**config.mk**
```make
export PLATFORM = sky130hd
export DESIGN_NAME = sap1_control_sequencer
export DESIGN_NICKNAME = d
export VERILOG_FILES = /design/src/rtl/sap1_pkg.sv /design/src/rtl/sap1_cw_decode.sv /design/src/rtl/sap1_control_sequencer.sv
export SDC_FILE = /design/constraint.sdc
export NUM_CORES = 1
export LEC_CHECK = 0
export BUFFER_PORTS_ARGS = -buffer_cell sky130_fd_sc_hd__buf_2
export CAP_MARGIN = 0
export CORE_AREA = 2 2 58 60
export DETAILED_ROUTE_END_ITERATION = 10
export DIE_AREA = 0 0 60 62
export HOLD_SLACK_MARGIN = 0.15
export PLACE_DENSITY = 0.6
export REMOVE_ABC_BUFFERS = 1
export SLEW_MARGIN = 20
export SYNTH_ARGS = -nofsm -noshare
export SYNTH_HDL_FRONTEND = slang
export SYNTH_SLANG_ARGS = --single-unit
```
**constraint.sdc**
```tcl
create_clock -name clk -period 2.9 [get_ports clk]
set_input_delay 0.58 -clock clk [delete_from_list [all_inputs] [get_ports clk]]
set_output_delay 0.58 -clock clk [all_outputs]
set_load 0.005 [all_outputs]
```
**src/rtl/sap1_pkg.sv**
```systemverilog
// sap1_pkg: shared constants for the SAP-1 controller-sequencer.
// Contents: opcode encodings, one-hot T-state encodings, control-word bit
//           indices, the idle control word and small decode helpers.
package sap1_pkg;

  // Opcodes (IR upper nibble)
  localparam logic [3:0] OP_LDA = 4'h0;
  localparam logic [3:0] OP_ADD = 4'h1;
  localparam logic [3:0] OP_SUB = 4'h2;
  localparam logic [3:0] OP_OUT = 4'hE;
  localparam logic [3:0] OP_HLT = 4'hF;

  // One-hot ring-counter states, T1 in the MSB
  localparam logic [5:0] T1 = 6'b100000;
  localparam logic [5:0] T2 = 6'b010000;
  localparam logic [5:0] T3 = 6'b001000;
  localparam logic [5:0] T4 = 6'b000100;
  localparam logic [5:0] T5 = 6'b000010;
  localparam logic [5:0] T6 = 6'b000001;

  // Control-word bit positions {Cp,Ep,Lm_n,CE_n,Li_n,Ei_n,La_n,Ea,Su,Eu,Lb_n,Lo_n}
  localparam int CW_CP   = 11;
  localparam int CW_EP   = 10;
  localparam int CW_LM_N = 9;
  localparam int CW_CE_N = 8;
  localparam int CW_LI_N = 7;
  localparam int CW_EI_N = 6;
  localparam int CW_LA_N = 5;
  localparam int CW_EA   = 4;
  localparam int CW_SU   = 3;
  localparam int CW_EU   = 2;
  localparam int CW_LB_N = 1;
  localparam int CW_LO_N = 0;

  localparam int CW_WIDTH = 12;

  // Every active-low strobe deasserted, every active-high strobe off
  localparam logic [CW_WIDTH-1:0] CW_IDLE = 12'h3E3;

  // Compact view of the ring counter; TS_BAD covers zero and multi-hot values
  typedef enum logic [2:0] {
    TS_T1,
    TS_T2,
    TS_T3,
    TS_T4,
    TS_T5,
    TS_T6,
    TS_BAD
  } tstate_e;

  function automatic tstate_e decode_t(input logic [5:0] t);
    tstate_e s;
    case (t)
      T1:      s = TS_T1;
      T2:      s = TS_T2;
      T3:      s = TS_T3;
      T4:      s = TS_T4;
      T5:      s = TS_T5;
      T6:      s = TS_T6;
      default: s = TS_BAD;
    endcase
    return s;
  endfunction

  function automatic logic is_legal_op(input logic [3:0] op);
    return (op == OP_LDA) || (op == OP_ADD) || (op == OP_SUB) ||
           (op == OP_OUT) || (op == OP_HLT);
  endfunction

endpackage

```
**src/rtl/sap1_cw_decode.sv**
```systemverilog
// sap1_cw_decode: combinational (t, opcode) -> raw SAP-1 control word.
// Ports: t (one-hot T-state), opcode (IR upper nibble), cw (raw control
//        word, no halt override; non-one-hot t yields the idle word).
module sap1_cw_decode
  import sap1_pkg::*;
(
  input  logic [5:0]          t,
  input  logic [3:0]          opcode,
  output logic [CW_WIDTH-1:0] cw
);

  tstate_e ts;

  always_comb begin
    ts = decode_t(t);
    cw = CW_IDLE;
    case (ts)
      // Fetch: identical for every opcode
      TS_T1: begin
        cw[CW_EP]   = 1'b1;
        cw[CW_LM_N] = 1'b0;
      end
      TS_T2: begin
        cw[CW_CP]   = 1'b1;
      end
      TS_T3: begin
        cw[CW_CE_N] = 1'b0;
        cw[CW_LI_N] = 1'b0;
      end

      // Execute: opcode is only meaningful from T4 on
      TS_T4: begin
        case (opcode)
          OP_LDA, OP_ADD, OP_SUB: begin
            // IR address field onto the bus, into MAR
            cw[CW_LM_N] = 1'b0;
            cw[CW_EI_N] = 1'b0;
          end
          OP_OUT: begin
            cw[CW_EA]   = 1'b1;
            cw[CW_LO_N] = 1'b0;
          end
          default: ;
        endcase
      end
      TS_T5: begin
        case (opcode)
          OP_LDA: begin
            cw[CW_CE_N] = 1'b0;
            cw[CW_LA_N] = 1'b0;
          end
          OP_ADD, OP_SUB: begin
            cw[CW_CE_N] = 1'b0;
            cw[CW_LB_N] = 1'b0;
          end
          default: ;
        endcase
      end
      TS_T6: begin
        case (opcode)
          OP_ADD: begin
            cw[CW_LA_N] = 1'b0;
            cw[CW_EU]   = 1'b1;
          end
          OP_SUB: begin
            cw[CW_LA_N] = 1'b0;
            cw[CW_EU]   = 1'b1;
            cw[CW_SU]   = 1'b1;
          end
          default: ;
        endcase
      end
      default: ;  // TS_BAD: leave the bus quiet
    endcase
  end

endmodule

```
**src/rtl/sap1_control_sequencer.sv**
```systemverilog
// sap1_control_sequencer: SAP-1 control word plus supervisory state.
// Ports: clk/res (async active-high), t (one-hot ring), opcode, con
//        (12-bit control word), clk_en, hlt, ill_op, t_err, instr_cnt.
module sap1_control_sequencer
  import sap1_pkg::*;
#(
  parameter int CNT_WIDTH = 8
) (
  input  logic                 clk,
  input  logic                 res,
  input  logic [5:0]           t,
  input  logic [3:0]           opcode,
  output logic [CW_WIDTH-1:0]  con,
  output logic                 clk_en,
  output logic                 hlt,
  output logic                 ill_op,
  output logic                 t_err,
  output logic [CNT_WIDTH-1:0] instr_cnt
);

  logic [CW_WIDTH-1:0]  cw_raw;

  logic                 hlt_q,    hlt_d;
  logic                 clk_en_q, clk_en_d;
  logic                 ill_op_q, ill_op_d;
  logic                 t_err_q,  t_err_d;
  logic [CNT_WIDTH-1:0] cnt_q,    cnt_d;

  logic                 at_t4;
  logic                 at_t6;
  logic                 t_onehot;

  sap1_cw_decode u_decode (
    .t      (t),
    .opcode (opcode),
    .cw     (cw_raw)
  );

  // Once halted the bus must stay quiet even if the external gate leaks clocks
  assign con = hlt_q ? CW_IDLE : cw_raw;

  // Exact compares: a malformed t can never look like T4 or T6
  assign at_t4    = (t == T4);
  assign at_t6    = (t == T6);
  assign t_onehot = (t != 6'b0) && ((t & (t - 6'd1)) == 6'b0);

  always_comb begin
    hlt_d    = hlt_q;
    clk_en_d = clk_en_q;
    ill_op_d = ill_op_q;
    t_err_d  = t_err_q;
    cnt_d    = cnt_q;

    if (at_t4 && (opcode == OP_HLT)) begin
      hlt_d    = 1'b1;
      clk_en_d = 1'b0;
    end

    // Unsupported opcodes execute as NOP; only the flag records them
    if (at_t4 && !is_legal_op(opcode)) begin
      ill_op_d = 1'b1;
    end

    if (!t_onehot) begin
      t_err_d = 1'b1;
    end

    // Uses the registered halt so the counter freezes from the cycle after HLT
    if (at_t6 && !hlt_q) begin
      cnt_d = cnt_q + CNT_WIDTH'(1);
    end
  end

  always_ff @(posedge clk or posedge res) begin
    if (res) begin
      hlt_q    <= 1'b0;
      clk_en_q <= 1'b1;
      ill_op_q <= 1'b0;
      t_err_q  <= 1'b0;
      cnt_q    <= '0;
    end else begin
      hlt_q    <= hlt_d;
      clk_en_q <= clk_en_d;
      ill_op_q <= ill_op_d;
      t_err_q  <= t_err_d;
      cnt_q    <= cnt_d;
    end
  end

  assign hlt       = hlt_q;
  assign clk_en    = clk_en_q;
  assign ill_op    = ill_op_q;
  assign t_err     = t_err_q;
  assign instr_cnt = cnt_q;

endmodule

```
==> reports/qor_table.md <==
| Stage | Result | Value |
|---|---|---|
| sta | Final setup fails | 0 |
| grt | Via count of the first global-routing pass | 698 |
| place | Count of input and output buffers | 35 |
| sta | Unrepaired setup endpoints after global routing | no |
| floorplan | Starting density of the core | 27.5% |
| critical path | WP buf/inv | 2 |
| critical path | Gate family responsible for the most delay along the worst path | simple AND/OR/NAND/NOR gates |
| power and ir drop | Worst IR Drop VDD | 0.107 mV |
| power and ir drop | Leak | 0.000492 uW |
| synthesis | Cell type with the largest total area after synthesis | dfrtp_1 |
| cts | Clock latency on the worst-skew pair | 270 ps |
| grt | Total grt overflow | 0 |
| sta | Final worst clock skew | 2.99 ps |
| grt | Maximum number of pins on one net before global-route repair | 13 |
| job | Max-capacitance violation count | 0 |
| grt | Number of antenna violations at the first check in global routing | 0 |
| sta | Minimum clock period after layout | 2680 ps |
| floorplan | Number of standard-cell rows in the floorplan | 21 |
| cts | Clock tree from TritonCTS | yes |
| synthesis | Share of synthesized registers carrying an async set or reset | 100% |
| synthesis | Number of unique standard cell types used by synthesis | 42 |
| synthesis | Top-area cell type share of the netlist area | 31.4% |
| final layout | Fill cell instance count of the final layout | 348 |
| final layout | Area of combinational cells with multiple inputs | 499 sq um |
| synthesis | Cell Area, Synth | 876 sq um |
| place | Final HPWL from detailed placement | 1670 um |
| cts | TritonCTS buffer count | 3 |
| drt | Number of nets with antenna violations after detailed routing | 0 |
| cts | Number of sinks on the clock net | 12 |
| drt | DRC violations left | 0 |
| floorplan | Core area | 3180 sq um |
| power and ir drop | Net switching share of the total power | 28.7% |
| outcome | Run status | complete, no violations |
| sta | Final total negative setup slack | 0 ps |
| critical path | Startpoint class of the critical path | input port |
| critical path | CP Capture Type | output pin |
| critical path | Peak fanout along the critical path | 10 |
| critical path | Type of the setup path with the least slack | in -> out |
| sta | Number of endpoints with negative hold slack in the final report | 0 |
| synthesis | Synthesized instance count | 93 |
| critical path | Arrival time at the worst endpoint | 2100 ps |
| sta | Headroom to the max-slew limit | 68.6% |
| grt | Total global-route track usage | 11.7% |
| sta | Slew @ Worst Pin | 470 ps |
| critical path | Max stage delay cell, worst path | or4_4 |
| synthesis | Most used flip-flop cell after synthesis | dfrtp_1 |
| place | Instance count after placement with tap cells included | 168 |
| power and ir drop | Clock group share of total power | 31.4% |
| final layout | Util after Layout | 34.0% |
| power and ir drop | Reg power frac | 48.0% |
| floorplan | Width of the chip | 60 um |
| final layout | Total Nets Final | 140 |
| cts | CTS Root Buffer Type | clkbuf_4 |
| final layout | Share of post-route cells with drive strength above 1 | 38.9% |
| synthesis | Cell types with the largest area share after synthesis | dfrtp_1, xnor2_1, xor2_1, nor3_1, buf_6 |
| sta | Max Freq | 373 MHz |
| cts | Post-CTS Setup Repair Bufs | 0 |
| cts | Number of buffers added to fix hold violations after cts | 0 |
| worst hold path | Worst hold path class | in -> async |
| drt | Vias per Instance | 4.72 |
| final layout | Area Growth Syn to Fin | 23.4% |
| final layout | Sequential cell area | 302 sq um |
| place | Global placement routability congestion | 0.813 |
| sta | Fin crit share | 92.4% |
| power and ir drop | Ratio of total power to cell area | 389 nW/um^2 |
| floorplan | Die Footprint | 3720 sq um |
| cts | Maximum root-to-sink buffer count | 2 |
| cts | Post-CTS sizing | 0 |
| synthesis | Number of warnings printed during yosys synthesis | 0 |
| synthesis | Register area share after synthesis | 34.4% |
| drt | Drt first pass iters | 4 |
| sta | Fin. max-slew vios | 0 |
| cts | Clock-pin slew of the registers on the worst-case setup and hold paths | 80 ps |
| power and ir drop | Psw | 120 uW |
| final layout | Count of placed standard cells in the final layout, fillers left out | 172 |
| critical path | Cell-by-cell listing of the critical path | buf_2 -> or4_4 -> o31ai_1 -> o21ba_2 -> o21ai_1 -> buf_2 |
| grt | Global-route wire length before repair | 3190 um |
| critical path | CP Data Required Time | 2320 ps |
| drt | Count of routing violations after the opening detailed-route iteration | 54 |
| drt | Drt total wl | 2030 um |
| drt | WL/cell | 11.8 um |
| drt | Vias after detailed routing | 812 |
| sta | Tightest hold margin | 307 ps |
| power and ir drop | Internal Pwr Total | 300 uW |
| cts | H-tree Lvls | 1 |
| floorplan | Number of top-level pins | 36 |
| power and ir drop | Logic gate share of total power | 20.6% |
| critical path | Stage delay of the slowest cell on the critical path | 630 ps |
| synthesis | Average instance area after synthesis | 9.42 sq um |
| critical path | Crit-path most repeated cell | buf_2 |
| floorplan | Floorplan die height | 62 um |
| final layout | Antenna cells | 0 |
| synthesis | Number of enable flip-flop cells after synthesis | 0 |
| synthesis | Number of synthesized register bits | 12 |
[final timing paths]
path | from | end | slack [ps] | cells past startpoint
min in group clk | instr_cnt[7]$_DFFE_PP0P_ | instr_cnt[7]$_DFFE_PP0P_ | 470 | 1
setup reg to reg | hlt$_DFFE_PP0P_ | instr_cnt[1]$_DFFE_PP0P_ | 1520 | 2
hold reg to reg | instr_cnt[7]$_DFFE_PP0P_ | instr_cnt[7]$_DFFE_PP0P_ | 470 | 1
hold / removal | res | ill_op$_DFFE_PP0P_ | 310 | 2
max in group asynchronous | res | clk_en$_DFFE_PP1P_ | 2250 | 2
setup / recovery | t[2] | con[5] | 220 | 6
[registers in the layout (all words and copies together), names as in the netlist]
name and count:
hlt 1, instr_cnt 8, t_err 1, ill_op 1, clk_en 1
[worst register-to-register path, stage by stage, from the launching register on]
cell	delay [ps]
dfrtp_1	540
nor3_4	360
mux2_1	370
[final cells by class]
| class | instances | area share, % |
|---|---|---|
| well taps | 46 | 5.32 |
| flip-flops and latches | 12 | 27.9 |
| repair buffers | 35 | 16.2 |
| clock buffers | 4 | 3.36 |
| multi-input cells | 72 | 46.2 |
| inverters | 3 | 1.04 |
[power by group through the flow]
stage	clock network, uW	registers [uW]	logic, uW
finish	132	202	86.6
global route	145	204	101
CTS	137	202	87.3
detailed placement	0	205	87.2
global placement	0	203	84.4
floorplan	0	204	42.4
[cells in the mapped netlist, types with 2 or more instances]
library cell	n
dfrtp_1	11
nor2_1	7
nor3_1	7
xnor2_1	6
nand2_1	5
nand3_1	5
xor2_1	5
o21ai_0	4
buf_6	3
inv_1	3
nand4_1	3
nand2b_1	2
nor4b_1	2
o211ai_1	2
[through the flow]
step                      area (sq um)  power [uW]  setup slack (ps)
final                             1080         420               221
after global routing              1080         450               160
after CTS                         1080         426               213
after detailed placement          1040         292               210
after global placement            1040         288               296
after floorplan                    812         246               616
[layout by cell type, fill, tap and decap left out, drive strengths merged]
| cell | n |
|---|---|
| buf | 35 |
| dfrtp | 11 |
| nor3 | 8 |
| nor2 | 7 |
| xnor2 | 6 |
| xor2 | 5 |
| nand2 | 5 |
| nand3 | 5 |
| o21ai | 5 |
| clkbuf | 4 |
| nand4 | 3 |
| inv | 3 |
| o211ai | 2 |
| nor4b | 2 |
| nand2b | 2 |
| and3 | 2 |
| or4 | 2 |
| and2 | 2 |
| or2b | 1 |
| mux2 | 1 |
| nor4 | 1 |
| a211o | 1 |
| a21oi | 1 |
| a21boi | 1 |
| o31ai | 1 |
| o21ba | 1 |
| o22a | 1 |
| a211oi | 1 |
| or3 | 1 |
| a221o | 1 |
| a31o | 1 |
| nor2b | 1 |
| or2 | 1 |
| ha | 1 |
| dfstp | 1 |
[cells by family (layout without fill, tap and decap cells)]
| kind of cell | after synthesis | in the layout | share of synthesized area (%) |
|---|---|---|---|
| AO/OA/AOI/OAI | 16 | 16 | 13.1 |
| flip-flops | 12 | 12 | 34.4 |
| multiplexers | 1 | 1 | 1.29 |
| XOR/XNOR | 11 | 11 | 11.0 |
| buffers and inverters | 9 | 42 | 8.57 |
| AND/OR/NAND/NOR | 43 | 43 | 30.1 |
| adder cells (fa/ha/maj) | 1 | 1 | 1.43 |
[metal layers]
| layer | wire length (um) | global-route usage (%) | vias up |
|---|---|---|---|
| met5 | 0 | 0 | - |
| met4 | 36 | 6.67 | 0 |
| met3 | 117 | 1.24 | 4 |
| met2 | 1020 | 19.6 | 23 |
| met1 | 863 | 14.6 | 389 |
| li1 | - | - | 396 |
No activity file was read; power rests on OpenSTA's default activity.
